File: src/rtl/cook_timer_ctrl.sv
// Cook-timer controller: synchronized key input, mm:ss BCD countdown, heater gating, done beep.
// Optional COOK_TIMER_ADD30_EN: key_start in IDLE starts 00:30, in COOK adds 30 s (saturating 99:59).
module cook_timer_ctrl #(
  parameter int unsigned TICK_DIV = 50_000_000,
  parameter int unsigned BEEP_SEC = 3
) (
  input  logic       clk,
  input  logic       rst_n,
  input  logic [3:0] in,
  input  logic       key_set,
  input  logic       key_start,
  input  logic       key_cancel,
  input  logic       door_open,
  output logic [3:0] min_tens,
  output logic [3:0] min_ones,
  output logic [3:0] sec_tens,
  output logic [3:0] sec_ones,
  output logic       heat_on,
  output logic       done,
  output logic       err,
  output logic [2:0] state
);

  localparam int unsigned CW = (TICK_DIV > 1) ? $clog2(TICK_DIV) : 1;
  localparam int unsigned BW = (BEEP_SEC > 1) ? $clog2(BEEP_SEC) : 1;

  typedef enum logic [2:0] {
    S_IDLE  = 3'd0,
    S_SET   = 3'd1,
    S_COOK  = 3'd2,
    S_PAUSE = 3'd3,
    S_DONE  = 3'd4
  } state_e;

  state_e        state_q, state_d;
  logic [15:0]   dig_q, dig_d;
  logic [CW-1:0] cnt_q, cnt_d;
  logic [BW-1:0] beep_q, beep_d;
  logic          heat_on_q, heat_on_d;
  logic          done_q, done_d;
  logic          err_q, err_d;

  // Sync vector layout: {in[3:0], door_open, key_cancel, key_start, key_set}
  logic [7:0]    sync1_q, sync2_q;
  logic [2:0]    key_prev_q;

  logic          set_e, start_e, cancel_e, door_s, any_key;
  logic [3:0]    in_s;
  logic          tick, run;
  logic [15:0]   dec;

  function automatic logic [15:0] bcd_dec(input logic [15:0] t);
    logic [3:0] mt, mo, st, so;
    {mt, mo, st, so} = t;
    if (so != 4'd0) so = so - 4'd1;
    else begin
      so = 4'd9;
      if (st != 4'd0) st = st - 4'd1;
      else begin
        st = 4'd5;
        if (mo != 4'd0) mo = mo - 4'd1;
        else begin
          mo = 4'd9;
          mt = mt - 4'd1;
        end
      end
    end
    return {mt, mo, st, so};
  endfunction

`ifdef COOK_TIMER_ADD30_EN
  function automatic logic [15:0] bcd_add30(input logic [15:0] t);
    logic [3:0] mt, mo, st, so;
    logic [15:0] r;
    {mt, mo, st, so} = t;
    st = st + 4'd3;
    r  = 16'h9959;
    if (st > 4'd5) begin
      st = st - 4'd6;
      if (mo == 4'd9) begin
        mo = 4'd0;
        if (mt != 4'd9) begin
          mt = mt + 4'd1;
          r  = {mt, mo, st, so};
        end
      end else begin
        mo = mo + 4'd1;
        r  = {mt, mo, st, so};
      end
    end else begin
      r = {mt, mo, st, so};
    end
    return r;
  endfunction
`endif

  always_ff @(posedge clk or negedge rst_n) begin
    if (!rst_n) begin
      sync1_q    <= '0;
      sync2_q    <= '0;
      key_prev_q <= '0;
    end else begin
      sync1_q    <= {in, door_open, key_cancel, key_start, key_set};
      sync2_q    <= sync1_q;
      key_prev_q <= sync2_q[2:0];
    end
  end

  assign set_e    = sync2_q[0] & ~key_prev_q[0];
  assign start_e  = sync2_q[1] & ~key_prev_q[1];
  assign cancel_e = sync2_q[2] & ~key_prev_q[2];
  assign door_s   = sync2_q[3];
  assign in_s     = sync2_q[7:4];
  assign any_key  = set_e | start_e | cancel_e;

  assign run  = (state_q == S_COOK) || (state_q == S_DONE);
  assign tick = run && (cnt_q == CW'(TICK_DIV - 1));
  assign dec  = bcd_dec(dig_q);

  // State register
  always_ff @(posedge clk or negedge rst_n) begin
    if (!rst_n) begin
      state_q   <= S_IDLE;
      dig_q     <= '0;
      cnt_q     <= '0;
      beep_q    <= '0;
      heat_on_q <= 1'b0;
      done_q    <= 1'b0;
      err_q     <= 1'b0;
    end else begin
      state_q   <= state_d;
      dig_q     <= dig_d;
      cnt_q     <= cnt_d;
      beep_q    <= beep_d;
      heat_on_q <= heat_on_d;
      done_q    <= done_d;
      err_q     <= err_d;
    end
  end

  // Next-state and datapath
  always_comb begin
    state_d = state_q;
    dig_d   = dig_q;
    beep_d  = beep_q;
    err_d   = 1'b0;
    cnt_d   = '0;
    unique case (state_q)
      S_IDLE: begin
        if (cancel_e) begin
          dig_d = '0;
`ifdef COOK_TIMER_ADD30_EN
        end else if (start_e) begin
          if (door_s) err_d = 1'b1;
          else begin
            state_d = S_COOK;
            dig_d   = 16'h0030;
          end
`endif
        end else if (set_e && (in_s <= 4'd9)) begin
          dig_d   = {dig_q[11:0], in_s};
          state_d = S_SET;
        end
      end
      S_SET: begin
        if (cancel_e) begin
          dig_d   = '0;
          state_d = S_IDLE;
        end else if (start_e) begin
          if ((dig_q != 16'h0000) && (dig_q[7:4] <= 4'd5) && !door_s) state_d = S_COOK;
          else err_d = 1'b1;
        end else if (set_e && (in_s <= 4'd9)) begin
          dig_d = {dig_q[11:0], in_s};
        end
      end
      S_COOK: begin
        if (door_s || cancel_e) begin
          state_d = S_PAUSE;
`ifdef COOK_TIMER_ADD30_EN
        end else if (start_e) begin
          // A coincident tick is applied before the add so no second is lost
          dig_d = bcd_add30(tick ? dec : dig_q);
`endif
        end else if (tick) begin
          dig_d = dec;
          if (dec == 16'h0000) state_d = S_DONE;
        end
      end
      S_PAUSE: begin
        if (cancel_e) begin
          dig_d   = '0;
          state_d = S_IDLE;
        end else if (start_e) begin
          if (door_s) err_d = 1'b1;
          else state_d = S_COOK;
        end
      end
      S_DONE: begin
        dig_d = '0;
        if (any_key || (tick && (beep_q == BW'(BEEP_SEC - 1)))) state_d = S_IDLE;
        else if (tick) beep_d = beep_q + 1'b1;
      end
      default: begin
        state_d = S_IDLE;
        dig_d   = '0;
      end
    endcase
    // Prescaler only keeps running across COOK/DONE; any entry into COOK restarts a full second
    if (run && ((state_d == S_COOK) || (state_d == S_DONE)))
      cnt_d = tick ? '0 : cnt_q + 1'b1;
    if (state_d != S_DONE) beep_d = '0;
  end

  // Output decode (registered against next state)
  always_comb begin
    heat_on_d = (state_d == S_COOK);
    done_d    = (state_d == S_DONE);
  end

  assign {min_tens, min_ones, sec_tens, sec_ones} = dig_q;
  assign heat_on = heat_on_q;
  assign done    = done_q;
  assign err     = err_q;
  assign state   = state_q;

endmodule

File: config.mk
export PLATFORM = sky130hd
export DESIGN_NAME = cook_timer_ctrl
export DESIGN_NICKNAME = d
export VERILOG_FILES = /design/src/rtl/cook_timer_ctrl.sv
export SDC_FILE = /design/constraint.sdc
export NUM_CORES = 1
export LEC_CHECK = 0
export BUFFER_PORTS_ARGS = -buffer_cell sky130_fd_sc_hd__buf_4
export CORE_ASPECT_RATIO = 2
export CORE_MARGIN = 2
export CORE_UTILIZATION = 45
export DETAILED_ROUTE_END_ITERATION = 10
export GPL_TIMING_DRIVEN = 0
export MAX_ROUTING_LAYER = met4
export PLACE_DENSITY = 0.67
export REMOVE_ABC_BUFFERS = 1
export SLEW_MARGIN = 10
export SYNTH_ARGS = -nofsm -noshare
export SYNTH_HDL_FRONTEND = slang
export SYNTH_SLANG_ARGS = --single-unit
File: constraint.sdc
create_clock -name clk -period 3.09 [get_ports clk]
set_clock_uncertainty 0.2 [all_clocks]
set_input_delay 0.618 -clock clk [delete_from_list [all_inputs] [get_ports clk]]
set_output_delay 0.618 -clock clk [all_outputs]
set_load 0.1 [all_outputs]
==> impl_metrics.json, run 1 <==
{
  "status": "complete, no violations",
  "worstMarginPinSlew_ns": 0.8915,
  "cts_max_level": 3,
  "coreArea_sq_um": 7828,
  "start_kind": "flop",
  "antenna_found_initial": 0,
  "final_hold_viol_count": 0,
  "setup_violations": 0,
  "path_class": "reg -> reg",
  "wire_per_inst_microns": 16.93,
  "io_buffer_count": 31,
  "final_cell_mix": "dfrtp_1 (69), nand2_1 (37), buf_4 (34)",
  "worst-path-max-fanout": 15,
  "synthCells": 373,
  "ys_dominant_reg_cell": "dfrtp_1",
  "r2r_end": "cnt_q[25]",
  "cap_violations": 0,
  "slew_viol_final": 0,
  "fin_crit_ns": 2.958,
  "gr-total-overflow": 0,
  "worst_ep_required_time_ns": 3.09,
  "numCtsBuffers": 9,
  "grt_first_pass_wirelength_microns": 13340,
  "dieHeight_microns": 130.6,
  "crit_path_end": "cnt_q[25]",
  "worst_skew_pair.late_latency_ns": 0.34,
  "reg2reg_depth": 6,
  "ys_types": 55,
  "drtIter0Drc": 341,
  "path_depth": 6,
  "syn_area_per_cell_sq_um": 9.661,
  "cts_tree": "built",
  "fmax_mhz": 338.0,
  "rrSetupSlack_ns": 0.13,
  "drive_above_1_share": 0.1683,
  "ant_nets": 0,
  "row_count": 46,
  "path_buf_inv": 0,
  "fin_crit_sh": 0.9574,
  "power_density_nw_per_um2": 1050,
  "io_pins": 32,
  "max_slew_margin": 0.4034,
  "cts_hold_buf": 0,
  "place.detailed.hpwl_microns": 5166,
  "worst_setup_path_startpoint": "state[2]",
  "num_vias": 2995,
  "critPathTopFamily": "simple AND/OR/NAND/NOR gates",
  "setup_tns_ns": 0,
  "ys_warn_count": 0,
  "yosys_register_bits": 69,
  "start_util": 0.4604,
  "clockBufferDepth": 2,
  "layout-area-overhead-vs-synth_pct": 16.39,
  "hp-class": "reg -> reg",
  "slowest_stage": "nor4_4",
  "nNetsFinal": 407,
  "synth_edf_count": 0,
  "firstDrtPassIters": 4,
  "grt_pass1_vias": 2826,
  "cp.arrival_ns": 2.96,
  "ys_seq_area_frac": 0.4792,
  "place.gp.congestion": 0.8893,
  "p_total_mw": 4.403,
  "route.detailed.drc": 0,
  "grt_max_degree": 70,
  "nFillCells": 736,
  "cp-end-kind": "flop",
  "diodes": 0,
  "totalWireLength_microns": 8363,
  "clkTransAtPathRegs_ns": 0.06,
  "ir_worst_vdd_v": 0.0005457,
  "r2r_start": "state[2]",
  "p_leak_nw": 1.762,
  "final_common_cell": "dfrtp_1",
  "die_x_microns": 67.28,
  "die-area_sq_um": 8783,
  "path_cells": "nand2b_1, a21o_1, nor4_4, and3_1, a21oi_4, a2111oi_1",
  "cts.sinks": 69,
  "cpPeakStageDelay_ns": 0.52,
  "viasPerCell": 6.063,
  "async_flop_share": 1.000,
  "syn_area_sq_um": 3603,
  "cts-root-buf": "clkbuf_16",
  "grt.total_usage": 0.2047
}
logic make-up after synthesis:
family                     count (synthesis)  share of synthesized area
and+or+nand+nor                          141                     0.2184
AOI/OAI and AO/OA                         94                     0.1701
DFF                                       69                     0.4792
buffers and inverters                     35                    0.04444
xor gates and xnor gates                  28                    0.06806
adders and majority gates                  4                    0.01389
muxes                                      2                   0.005903
metal layers:
metal  track usage  up-vias  share of wire
li1              -     1394              -
met1        0.2508     1474           0.42
met2        0.3162      112           0.50
met3       0.04538       15          0.051
met4       0.09964        0          0.027
met5             -        -              0
stage by stage:
step / utilization / std cells / area [sq um] / setup slack [ns] / hold WS, ns
after detailed placement: 0.4902 / 473 / 3837 / -0.004172 / 0.1365
after global placement: 0.4888 / 473 / 3826 / -1.166 / 0.1327
final: 0.5358 / 494 / 4194 / 0.1317 / 0.1464
after floorplan: - / 346 / 3473 / -0.8069 / 0.1224
after global routing: 0.5358 / 494 / 4194 / -0.04387 / 0.1528
after CTS: 0.5272 / 490 / 4126 / 0.02212 / 0.1487
cell usage after synthesis, types with 5 or more instances:
master	instances	area (sq um)
nor2_1	14	52.55
xor2_1	14	122.6
o21ai_0	6	30.03
nand4_1	11	68.82
and4_1	6	52.55
buf_2	5	25.02
dfrtp_1	69	1727
nand2_1	37	138.9
inv_1	5	18.77
a211oi_1	7	52.55
a21oi_1	34	170.2
nor3_1	8	40.04
nor4_1	10	62.56
clkbuf_1	17	63.81
xnor2_1	14	122.6
o21ai_1	18	90.09
and3_1	5	31.28
nand3_1	19	95.09
worst reg2reg max path: stages (launching register included):
cell       delay [ns]
dfrtp_1          0.48
nand2b_1         0.26
a21o_1           0.36
nor4_4           0.53
and3_1           0.39
a21oi_4          0.19
a2111oi_1        0.42
final cells by class:
class / count / area (sq um) / area share
Clock inverter: 3 / 20.02 / 0.004773
Timing Repair Buffer: 34 / 255.2 / 0.06086
Clock buffer: 13 / 260.3 / 0.06205
Inverter: 8 / 30.03 / 0.007160
Tap cell: 96 / 120.1 / 0.02864
Multi-Input combinational cell: 271 / 1782 / 0.4248
Sequential cell: 69 / 1727 / 0.4117
how the worst min path moves through the flow:
stage,from,end,depth (start not counted)
2_1_floorplan,rst_n,beep_q[0],0
3_3_place_gp,sync1_q[3],sync2_q[3],0
3_5_place_dp,sync1_q[3],sync2_q[3],0
4_1_cts,sync1_q[3],sync2_q[3],0
5_1_grt,sync1_q[3],sync2_q[3],0
6_report,sync1_q[7],sync2_q[7],0
report_power, final:
group | internal, mW | switching, mW | total [mW]
clock | 0.585 | 0.365 | 0.950
sequential | 1.01 | 0.232 | 1.25
combinational | 0.623 | 1.58 | 2.21
total | 2.22 | 2.18 | 4.40
registers in the layout, indices dropped and copies added (netlist names):
signal	flops
dig_q	16
sync1_q	8
state	3
key_prev_q	3
cnt_q	26
sync2_q	8
err	1
done	1
beep_q	2
heat_on	1
timing repair:
| item | in CTS | in global routing |
|---|---|---|
| cloned | 1 | 1 |
| pin swaps | 0 | 2 |
| resized for setup | 0 | 5 |
| endpoints found under the setup margin | 1 | 31 |
| setup buffers | 0 | 3 |
No activity file was read; power rests on OpenSTA's default activity.
==> run 2, diff against run 1 <==
--- a/config.mk
+++ b/config.mk
@@ -12,7 +12,7 @@
 export DETAILED_ROUTE_END_ITERATION = 10
 export GPL_TIMING_DRIVEN = 0
 export MAX_ROUTING_LAYER = met4
-export PLACE_DENSITY = 0.67
+export PLACE_DENSITY = 0.71
 export REMOVE_ABC_BUFFERS = 1
 export SLEW_MARGIN = 10
 export SYNTH_ARGS = -nofsm -noshare
==> impl_metrics.json, run 2 (synthesis results as in run 1) <==
{
  "status": "complete, no violations",
  "place.detailed.hpwl_microns": 4959,
  "ant_nets": 0,
  "holdPathStages": 0,
  "p_leak_nw": 1.783,
  "cp-end-kind": "flop",
  "max_slew_margin": 0.4307,
  "cts_max_level": 3,
  "multi_input_area_sq_um": 1782,
  "final_util": 0.5392,
  "regArea_sq_um": 1727,
  "p_seq_frac": 0.275,
  "cts-root-buf": "clkbuf_16",
  "coreArea_sq_um": 7828,
  "dieHeight_microns": 130.6,
  "slowest_stage": "or4_1",
  "start_util": 0.4604,
  "antenna_found_initial": 0,
  "route.detailed.drc": 0,
  "pwr-share-clk": 0.242,
  "largest-register": "cnt_q",
  "viasPerCell": 5.825,
  "worstMarginPinSlew_ns": 0.8508,
  "power_density_nw_per_um2": 1067,
  "reg2reg_depth": 7,
  "cap_violations": 0,
  "slew_viol_final": 0,
  "worst_setup_path_startpoint": "cnt_q[0]",
  "num_vias": 2866,
  "io_buffer_count": 31,
  "numCtsBuffers": 9,
  "totalWireLength_microns": 8074,
  "p_int_mw": 2.356,
  "clkTransAtPathRegs_ns": 0.06,
  "switchingPower_mw": 2.148,
  "worst-path-max-fanout": 13,
  "fin_crit_sh": 0.9316,
  "ir_worst_vdd_v": 0.0005282,
  "io_pins": 32,
  "drtIter0Drc": 349,
  "final_hold_viol_count": 0,
  "p_total_mw": 4.503,
  "die-area_sq_um": 8783,
  "place.gp.congestion": 0.8474,
  "cts_hold_buf": 0,
  "fmax_mhz": 347.4,
  "top_regs": "cnt_q (26), dig_q (16)",
  "final_cell_mix": "dfrtp_1 (69), nand2_1 (37), a21oi_1 (33), buf_4 (33), nand3_1 (19)",
  "path_class": "reg -> reg",
  "diodes": 0,
  "hp-start": "sync1_q[6]",
  "gr-total-overflow": 0,
  "row_count": 46,
  "worst_skew_pair.late_latency_ns": 0.34,
  "wire_per_inst_microns": 16.41,
  "hp-class": "reg -> reg",
  "r2r_start": "cnt_q[0]",
  "final_common_cell": "dfrtp_1",
  "drive_above_1_share": 0.1692,
  "fin_crit_ns": 2.879,
  "cp.arrival_ns": 2.90,
  "hold_path_end": "sync2_q[6]",
  "start_kind": "flop",
  "path_cells": "ha_1, and2_1, nand3_1, or4_1, a21o_1, o21bai_1, o2bb2ai_1",
  "nFillCells": 727,
  "pwr-share-comb": 0.482,
  "worst_ep_required_time_ns": 3.11,
  "setup_violations": 0,
  "layout-area-overhead-vs-synth_pct": 17.12,
  "rrSetupSlack_ns": 0.21,
  "clockBufferDepth": 2,
  "grt_pass1_vias": 2732,
  "cts.sinks": 69,
  "firstDrtPassIters": 4,
  "grt_first_pass_wirelength_microns": 13340,
  "nNetsFinal": 406,
  "grt_max_degree": 70,
  "netSwitchingFraction": 0.4769,
  "cts_tree": "built",
  "largest_reg_flops": 26,
  "grt.total_usage": 0.2067,
  "die_x_microns": 67.28,
  "hold_slack_ns": 0.1470,
  "rsz0062_at_grt": "false",
  "cpPeakStageDelay_ns": 0.70,
  "r2r_end": "dig_q[7]"
}
## run 2: cell types whose count changed in the layout (fill, tap and decap cells not counted)
cell	before	now
clkbuf_8	2	1
bufinv_16	0	2
clkinvlp_4	2	0
clkbuf_1	2	0
buf_4	34	33
clkinv_2	1	3
## run 2: area by class of cell
type | instances | area share
Multi-Input combinational cell | 271 | 0.4222
Sequential cell | 69 | 0.4091
Timing Repair Buffer | 33 | 0.05870
Clock buffer | 10 | 0.05663
Tap cell | 96 | 0.02846
Clock inverter | 5 | 0.01779
Inverter | 8 | 0.007115
## run 2: power groups by stage
stage	Combinational [mW]	Sequential [mW]	Clock, mW
detailed placement	2.10	1.24	0
finish	2.17	1.24	1.09
floorplan	1.01	1.85	0
global placement	2.08	1.25	0
CTS	2.12	1.23	1.11
global route	2.35	1.26	1.15
## run 2: worst max-delay path by stage
| stage | end | depth (start not counted) |
|---|---|---|
| 2_1_floorplan | cnt_q[0] | 6 |
| 3_3_place_gp | cnt_q[25] | 7 |
| 3_5_place_dp | cnt_q[25] | 7 |
| 4_1_cts | cnt_q[2] | 7 |
| 5_1_grt | dig_q[7] | 7 |
| 6_report | dig_q[7] | 7 |
## run 2: through the flow
| stage | setup slack [ns] | area [sq um] | cells | TNS [ns] |
|---|---|---|---|---|
| floorplan | -0.8069 | 3473 | 346 | -21.69 |
| global placement | -1.291 | 3826 | 473 | -35.07 |
| detailed placement | -0.03675 | 3837 | 473 | -0.09176 |
| CTS | 0.02242 | 4168 | 489 | 0 |
| global route | 0.02057 | 4220 | 492 | 0 |
| finish | 0.2114 | 4220 | 492 | 0 |
## run 2: repair_timing
action	4_1_cts	5_1_grt
setup buffers	0	2
gates cloned	1	1
pin swaps	0	2
endpoints found under the setup margin	14	29
resized for setup	1	4
## run 2: critical path: cells and delay by family (launching register included)
| kind | cells | cell delay, ns |
|---|---|---|
| and+or+nand+nor | 3 | 1.16 |
| AOI/OAI and AO/OA | 3 | 0.74 |
| adders and majority gates | 1 | 0.23 |
| DFF | 1 | 0.43 |
## run 2: per-layer routing
metal / vias to the layer above / wire length [microns] / global-route usage
met4: 0 / 245 / 0.1020
met2: 62 / 3894 / 0.3040
met5: - / 0 / -
met1: 1400 / 3581 / 0.2662
li1: 1386 / - / -
met3: 18 / 352 / 0.04709
